==> src/rtl/fetch_stage.sv <==
// ============================================================================
// Module      : fetch_stage
// Description : Instruction fetch with IF/ID register, load-use hazard stall,
//               branch flush and saturating stall/flush event counters.
// Revision    : 1.0 - initial release
// ============================================================================
`default_nettype none

module fetch_stage #(
    parameter logic [63:0] RESET_PC  = 64'h0,
    parameter logic [31:0] NOP_INSTR = 32'h0000_0000
) (
    input  logic        clock,
    input  logic        reset_n,
    output logic [63:0] pc,
    input  logic [31:0] instr_in,
    input  logic        branch_taken,
    input  logic [63:0] branch_target,
    input  logic        ex_memread,
    input  logic [4:0]  ex_write_reg,
    output logic [63:0] if_id_pc,
    output logic [31:0] if_id_instr,
    output logic        if_id_valid,
    output logic        stall,
    output logic        flush,
    output logic [15:0] stall_count,
    output logic [15:0] flush_count
);

    localparam logic [15:0] C_CNT_MAX = 16'hFFFF;

    logic [63:0] pc_q, pc_d;
    logic [63:0] if_id_pc_q, if_id_pc_d;
    logic [31:0] if_id_instr_q, if_id_instr_d;
    logic        if_id_valid_q, if_id_valid_d;
    logic [15:0] stall_count_q, stall_count_d;
    logic [15:0] flush_count_q, flush_count_d;

    logic w_rt_is_source;
    logic w_load_use;

    // Rt is a read operand only for STUR and CBZ; elsewhere [4:0] is a destination.
    assign w_rt_is_source = (if_id_instr_q[31:21] == 11'h7C0) ||
                            (if_id_instr_q[31:24] == 8'hB4);

    assign w_load_use = if_id_valid_q && ex_memread && (ex_write_reg != 5'd31) &&
                        ((ex_write_reg == if_id_instr_q[9:5])  ||
                         (ex_write_reg == if_id_instr_q[20:16]) ||
                         (w_rt_is_source && (ex_write_reg == if_id_instr_q[4:0])));

    assign flush = branch_taken;
    assign stall = w_load_use && !branch_taken;

    always_comb begin
        pc_d          = pc_q;
        if_id_pc_d    = if_id_pc_q;
        if_id_instr_d = if_id_instr_q;
        if_id_valid_d = if_id_valid_q;
        stall_count_d = stall_count_q;
        flush_count_d = flush_count_q;

        if (branch_taken) begin
            pc_d          = branch_target;
            if_id_pc_d    = 64'h0;
            if_id_instr_d = NOP_INSTR;
            if_id_valid_d = 1'b0;
            if (flush_count_q != C_CNT_MAX) begin
                flush_count_d = flush_count_q + 16'd1;
            end
        end else if (stall) begin
            if (stall_count_q != C_CNT_MAX) begin
                stall_count_d = stall_count_q + 16'd1;
            end
        end else begin
            pc_d          = pc_q + 64'd4;
            if_id_pc_d    = pc_q;
            if_id_instr_d = instr_in;
            if_id_valid_d = 1'b1;
        end
    end

    always_ff @(posedge clock or negedge reset_n) begin
        if (!reset_n) begin
            pc_q          <= RESET_PC;
            if_id_pc_q    <= 64'h0;
            if_id_instr_q <= NOP_INSTR;
            if_id_valid_q <= 1'b0;
            stall_count_q <= 16'h0;
            flush_count_q <= 16'h0;
        end else begin
            pc_q          <= pc_d;
            if_id_pc_q    <= if_id_pc_d;
            if_id_instr_q <= if_id_instr_d;
            if_id_valid_q <= if_id_valid_d;
            stall_count_q <= stall_count_d;
            flush_count_q <= flush_count_d;
        end
    end

    assign pc          = pc_q;
    assign if_id_pc    = if_id_pc_q;
    assign if_id_instr = if_id_instr_q;
    assign if_id_valid = if_id_valid_q;
    assign stall_count = stall_count_q;
    assign flush_count = flush_count_q;

endmodule

`default_nettype wire

==> config.mk <==
export PLATFORM = sky130hd
export DESIGN_NAME = fetch_stage
export DESIGN_NICKNAME = d
export VERILOG_FILES = /design/src/rtl/fetch_stage.sv
export SDC_FILE = /design/constraint.sdc
export NUM_CORES = 1
export LEC_CHECK = 0
export BUFFER_PORTS_ARGS = -buffer_cell sky130_fd_sc_hd__buf_4
export CORE_ASPECT_RATIO = 0.9
export CORE_MARGIN = 2
export CORE_UTILIZATION = 40
export DETAILED_ROUTE_END_ITERATION = 7
export GPL_TIMING_DRIVEN = 1
export PLACE_DENSITY = 0.66
export SKIP_LAST_GASP = 1
export SLEW_MARGIN = 10
export SYNTH_ARGS = -nofsm -noshare
export SYNTH_HDL_FRONTEND = slang
export SYNTH_SLANG_ARGS = --single-unit
==> constraint.sdc <==
create_clock -name clock -period 2.5 [get_ports clock]
set_input_delay 0.125 -clock clock [delete_from_list [all_inputs] [get_ports clock]]
set_output_delay 0.125 -clock clock [all_outputs]
set_load 0.01 [all_outputs]
# ---- Yosys cells after proc, flatten, opt, wreduce, memory -nomap -nowiden
# Cells that the tools add are included.
dict set report totals {
  ff_bits 193
  input_bits 105
  out_inout_bits 195
  wordCells 38
}
dict set report classes {
  addsub 3
  eq_ne 9
  n_mux 8
  bitwise_logic 1
  reduce_logical 11
}
# op n
set op_table {}
lappend op_table {{2-to-1 mux 64 bit} 4}
lappend op_table {{adder 64 x 3 -> 64 bit (second input constant)} 1}
lappend op_table {{2-to-1 mux 32 bit} 2}
lappend op_table {{adder 16 x 1 -> 16 bit (second input constant)} 2}
lappend op_table {{inequality test 16 bit (second input constant)} 2}
lappend op_table {{equality test 5 bit} 3}
lappend op_table {{equality test 11 bit (second input constant)} 1}
lappend op_table {{equality test 8 bit (second input constant)} 1}
lappend op_table {{logical AND 1 bit} 5}
lappend op_table {{inequality test 5 bit (second input constant)} 1}
lappend op_table {{logical OR 1 bit} 3}
lappend op_table {{AND reduction 3 bit} 1}
lappend op_table {{2-to-1 mux 1 bit} 2}
lappend op_table {{inequality test 2 bit (second input constant)} 1}
lappend op_table {{AND reduction 2 bit} 1}
lappend op_table {{zero test 1 bit} 1}
lappend op_table {{NOT 1 bit} 1}

# ---- Depth between registers and ports, before layout
dict set report depth {
  depth_word 8
  depth_mapped 10
  ltp_nobuf 7
}

# ---- Worst setup path before layout
# OpenSTA, ideal clock, no wires.
dict set report synth_timing {
  kind {register to register}
  start {register pc_q[2] (netlist: pc[2])}
  end {register pc_q[60] (netlist: pc[60])}
  t_arrival_ns 2.257
  required_time_ns 2.382
  setup_slack_ns 0.125
  stages_incl_launch_ff 8
  path_buffers 0
  period_less_slack_ns 2.375
  path_cell_list {dfrtp_1 -> ha_1 -> nand3_1 -> nor4_1 -> nand4_1 -> or4_1 -> a21o_1 -> a21o_1}
}
dict set report synth_between {
  elab_chain_len 3
}
# element line
set synth_lines {}
lappend synth_lines {{start: declaration} 32} ;# logic [63:0] pc_q, pc_d;
lappend synth_lines {{start signal: assignment} 91} ;# pc_q <= pc_d;
lappend synth_lines {{adder 64 x 3 -> 64 bit} 75} ;# pc_d = pc_q + 64'd4;
lappend synth_lines {{2-to-1 mux 64 bit} 70} ;# end else if (stall) begin
lappend synth_lines {{2-to-1 mux 64 bit} 62} ;# if (branch_taken) begin
# No other way between the ends. The select of a mux whose other input is x is not followed.
# A chain may end at the register's enable or synchronous reset.

# ---- Final worst setup path
# Ends and elaborated chain as after synthesis.

==> flow_metrics.py <==
metrics = {
    "route": {
        "routed_wl_mm": 34.47,
        "vias_per_cell": 5.512,
        "ant_nets": 0,
        "vias": 9999,
        "wl_per_cell_um": 19.00,
        "drc": 0,
        "drtIter0Drc": 760,
        "dr.pass1.iters": 5,
    },
    "yosys": {
        "ys_types": 68,
        "synth_top_area_share_pct": 49.80,
        "async_reset_ff_share_pct": 100.0,
        "yosys.area.top_type": "dfrtp_1",
        "synth_area_um2": 9698,
        "synthSimpleGateAreaFrac_pct": 23.75,
        "syn_area_per_cell_um2": 8.721,
        "synth_mux_area_share_pct": 0.6580,
        "yosys.area_share.xor_xnor_pct": 3.793,
        "syn_nets": 1220,
        "yosysSeqAreaShare_pct": 49.80,
        "synth_compound_area_share_pct": 17.96,
        "synth_warnings": 0,
        "synth-main-ff-cell": "dfrtp_1",
        "synth_fa_ha_area_share_pct": 0.3870,
        "synth_edf_count": 0,
        "synthTopCellsByArea": "dfrtp_1 (50%), nand2_1 (9.5%), o21ai_0 (7.1%)",
        "synth_top_family_by_area": "simple AND/OR/NAND/NOR gates",
        "synth_seq_cells": 193,
        "netlist_instances": 1112,
    },
    "layout": {
        "drive_gt1_share_pct": 27.99,
        "seqCellArea_um2": 4830,
        "multi_input_area_um2": 4556,
        "nFillCells": 2118,
        "layout_common_cells": "buf_4 (352), nand2_1 (245), dfrtp_1 (193), o21ai_0 (138), dlygate4sd3_1 (68)",
        "fin_area_um2": 14050,
        "syn_to_final_growth_pct": 44.88,
        "layout.nets": 1599,
        "final_common_cell": "buf_4",
    },
    "min_path": {
        "worstHoldStart": "branch_target[58]",
        "hold_depth": 3,
        "min_to": "pc[58]$_DFFE_PN0P_",
        "min_path_type": "input pin to flip-flop",
    },
    "placed_design": {
        "routabilityCongestion": 0.8473,
        "io_buffers": 299,
        "post-dp-hpwl_mm": 23.69,
        "dpl_cell_area_um2": 12660,
        "place_ws_ns": 0.09920,
    },
    "worst_setup_path": {
        "path_class": "flip-flop to flip-flop",
        "crit_path_start": "pc[2]$_DFFE_PN0P_",
        "worst-path-max-fanout": 4,
        "r2r-end": "pc[60]$_DFFE_PN0P_",
        "worstPathRequired_ns": 2.82,
        "cp-end-kind": "flip-flop",
        "cp_data_arrival_time_ns": 2.76,
        "r2r_cells": 8,
        "start_kind": "flip-flop",
        "r2r_start": "pc[2]$_DFFE_PN0P_",
        "r2r_setup_slack_ns": 0.06,
    },
    "timing": {
        "rsz0062_at_grt": "yes",
        "fin_setup_tns_ns": 0,
        "fin_crit_sh_pct": 97.59,
        "fmax_ghz": 0.4099,
        "finalHoldViolations": 0,
        "finClkSkew_ns": 0.01782,
        "drv_slew": 0,
        "slew_headroom_pct": 51.29,
        "final-setup-viol-count": 0,
        "worst_slack_ns": 0.06026,
        "worstMarginPinSlew_ns": 0.7306,
        "min_period_ns": 2.440,
    },
    "pwr": {
        "p_leak_nw": 6.363,
        "power.internal_mw": 5.875,
        "power.density_nw_per_um2": 595.5,
        "peakVddDrop_uv": 467.8,
        "finalPower_mw": 8.368,
        "clkPwrFrac_pct": 35.2,
        "switching_share_pct": 29.79,
        "combPwrFrac_pct": 20.6,
        "pwr-share-seq_pct": 44.2,
        "switching_power_mw": 2.493,
    },
    "die": {
        "ioPinCount": 300,
        "die_w_um": 168.1,
        "die-height_um": 151.7,
        "core.rowCount": 54,
        "die-area_um2": 25510,
        "coreArea_um2": 24050,
        "start_util_pct": 40.32,
    },
    "clock_tree": {
        "cts-htree-levels": 4,
        "clk_path_buf_depth": 2,
        "cts_inserted_buffers": 17,
        "root_buffer": "clkbuf_16",
        "cts_tree": "yes",
        "clock_sinks": 193,
        "clkLatencyLatePin_ns": 0.44,
        "path_clk_slew_ns": 0.08,
    },
    "grt": {
        "grt_use_total_pct": 26.77,
        "grt_overflow": 0,
        "grt_max_degree": 145,
        "grt_pass1_wl_mm": 53.43,
        "antenna_found_initial": 2,
        "grt_pass1_vias": 9529,
    },
    "flow_run": {
        "maxCapViolCount": 0,
    },
    "outcome": {
        "status": "finished clean",
    },
}
-- repair_timing --
item | CTS | global route
hold endpoints to repair | 131 | 1
gates cloned | 3 | 0
pin swaps | 1 | 1
setup buffers | 0 | 0
setup endpoints to repair | 1 | 9
hold buffers | 67 | 1
resized for setup | 2 | 5
-- per-layer routing --
layer,up-vias,wire (µm),GRT usage (%)
met3,43,2645,5.922
met4,0,704,7.629
met5,-,0,0
met1,4831,15020,36.95
met2,400,16100,42.75
li1,4725,-,-
-- per-stage QoR --
stage | instances | util [%] | hold slack, ns
after global routing | 1814 | 58.42 | 0.01037
after global placement | 1709 | 52.63 | 0.1812
after floorplan | 1112 | - | -0.1706
after detailed placement | 1709 | 52.63 | 0.1781
final | 1814 | 58.42 | 0.01601
after CTS | 1811 | 58.24 | 0.0009621
-- power groups by stage --
| stage | Combinational, mW | Clock, mW | Sequential, mW |
|---|---|---|---|
| finish | 1.73 | 2.94 | 3.70 |
| detailed placement | 1.63 | 0 | 3.75 |
| CTS | 1.73 | 2.98 | 3.69 |
| global placement | 1.61 | 0 | 3.75 |
| floorplan | 0.520 | 0 | 3.86 |
| global route | 1.88 | 3.14 | 3.75 |
-- worst max path at each step --
stage,endpoint,slack [ns],cells after the start
after global routing,pc[54]$_DFFE_PN0P_,-0.03,9
after CTS,stall,0.04,7
after floorplan,pc[60]$_DFFE_PN0P_,0.13,7
final,pc[60]$_DFFE_PN0P_,0.06,8
after detailed placement,pc[60]$_DFFE_PN0P_,0.1,8
after global placement,pc[61]$_DFFE_PN0P_,0.18,6
-- area by class of cell --
| class | count | share of cell area, % |
|---|---|---|
| Sequential cell | 193 | 34.37 |
| Multi-Input combinational cell | 828 | 32.42 |
| Timing Repair Buffer | 432 | 25.40 |
| Clock buffer | 17 | 3.028 |
| Tap cell | 308 | 2.743 |
| Clock inverter | 15 | 1.389 |
| Inverter | 17 | 0.5254 |
| Timing Repair inverter | 2 | 0.08905 |
| Antenna cell | 2 | 0.03562 |
-- worst max-delay path, cell delays in order (launching register included) --
cell and delay [ns]:
dfrtp_1 0.37, ha_1 0.24, nand3_1 0.20, nor4_2 0.22, buf_4 0.17, nand4_1 0.16
or4_1 0.58, a21o_1 0.20, a21o_1 0.17
-- Yosys cell counts, types with 4 or more instances --
| cell type | instances |
|---|---|
| nor2_1 | 49 |
| nand4_1 | 30 |
| xor2_1 | 11 |
| nand3_1 | 44 |
| o21ai_0 | 138 |
| clkbuf_1 | 58 |
| buf_1 | 8 |
| o22ai_1 | 15 |
| nor2b_1 | 4 |
| a21o_1 | 5 |
| a31oi_1 | 10 |
| o31ai_1 | 10 |
| nand2_1 | 245 |
| dfrtp_1 | 193 |
| or4_1 | 7 |
| nor3_1 | 19 |
| nor4_1 | 20 |
| and3_1 | 17 |
| inv_1 | 16 |
| o22a_1 | 4 |
| o21a_1 | 4 |
| a22oi_1 | 6 |
| buf_2 | 6 |
| and4_1 | 9 |
| nor4b_1 | 4 |
| and2_1 | 10 |
| a21oi_1 | 62 |
| or3_1 | 5 |
| xnor2_1 | 31 |
| a221oi_1 | 4 |
| o2bb2ai_1 | 4 |
-- cells by family (layout without fill, tap and decap cells) --
kind of cell               Yosys count  count (layout)
muxes                                6               6
other                                0               2
adders and majority gates            3               3
DFF                                193             193
buffers and inverters               91             483
xor gates and xnor gates            42              42
and+or+nand+nor                    482             482
AOI/OAI and AO/OA                  295             295
-- flip-flops by register name, summed over array words and instances (netlist names) --
register / flops
flush_count: 16
stall_count: 16
if_id_valid: 1
if_id_pc: 64
pc: 64
if_id_instr: 32
(Power assumes the default switching activity.)
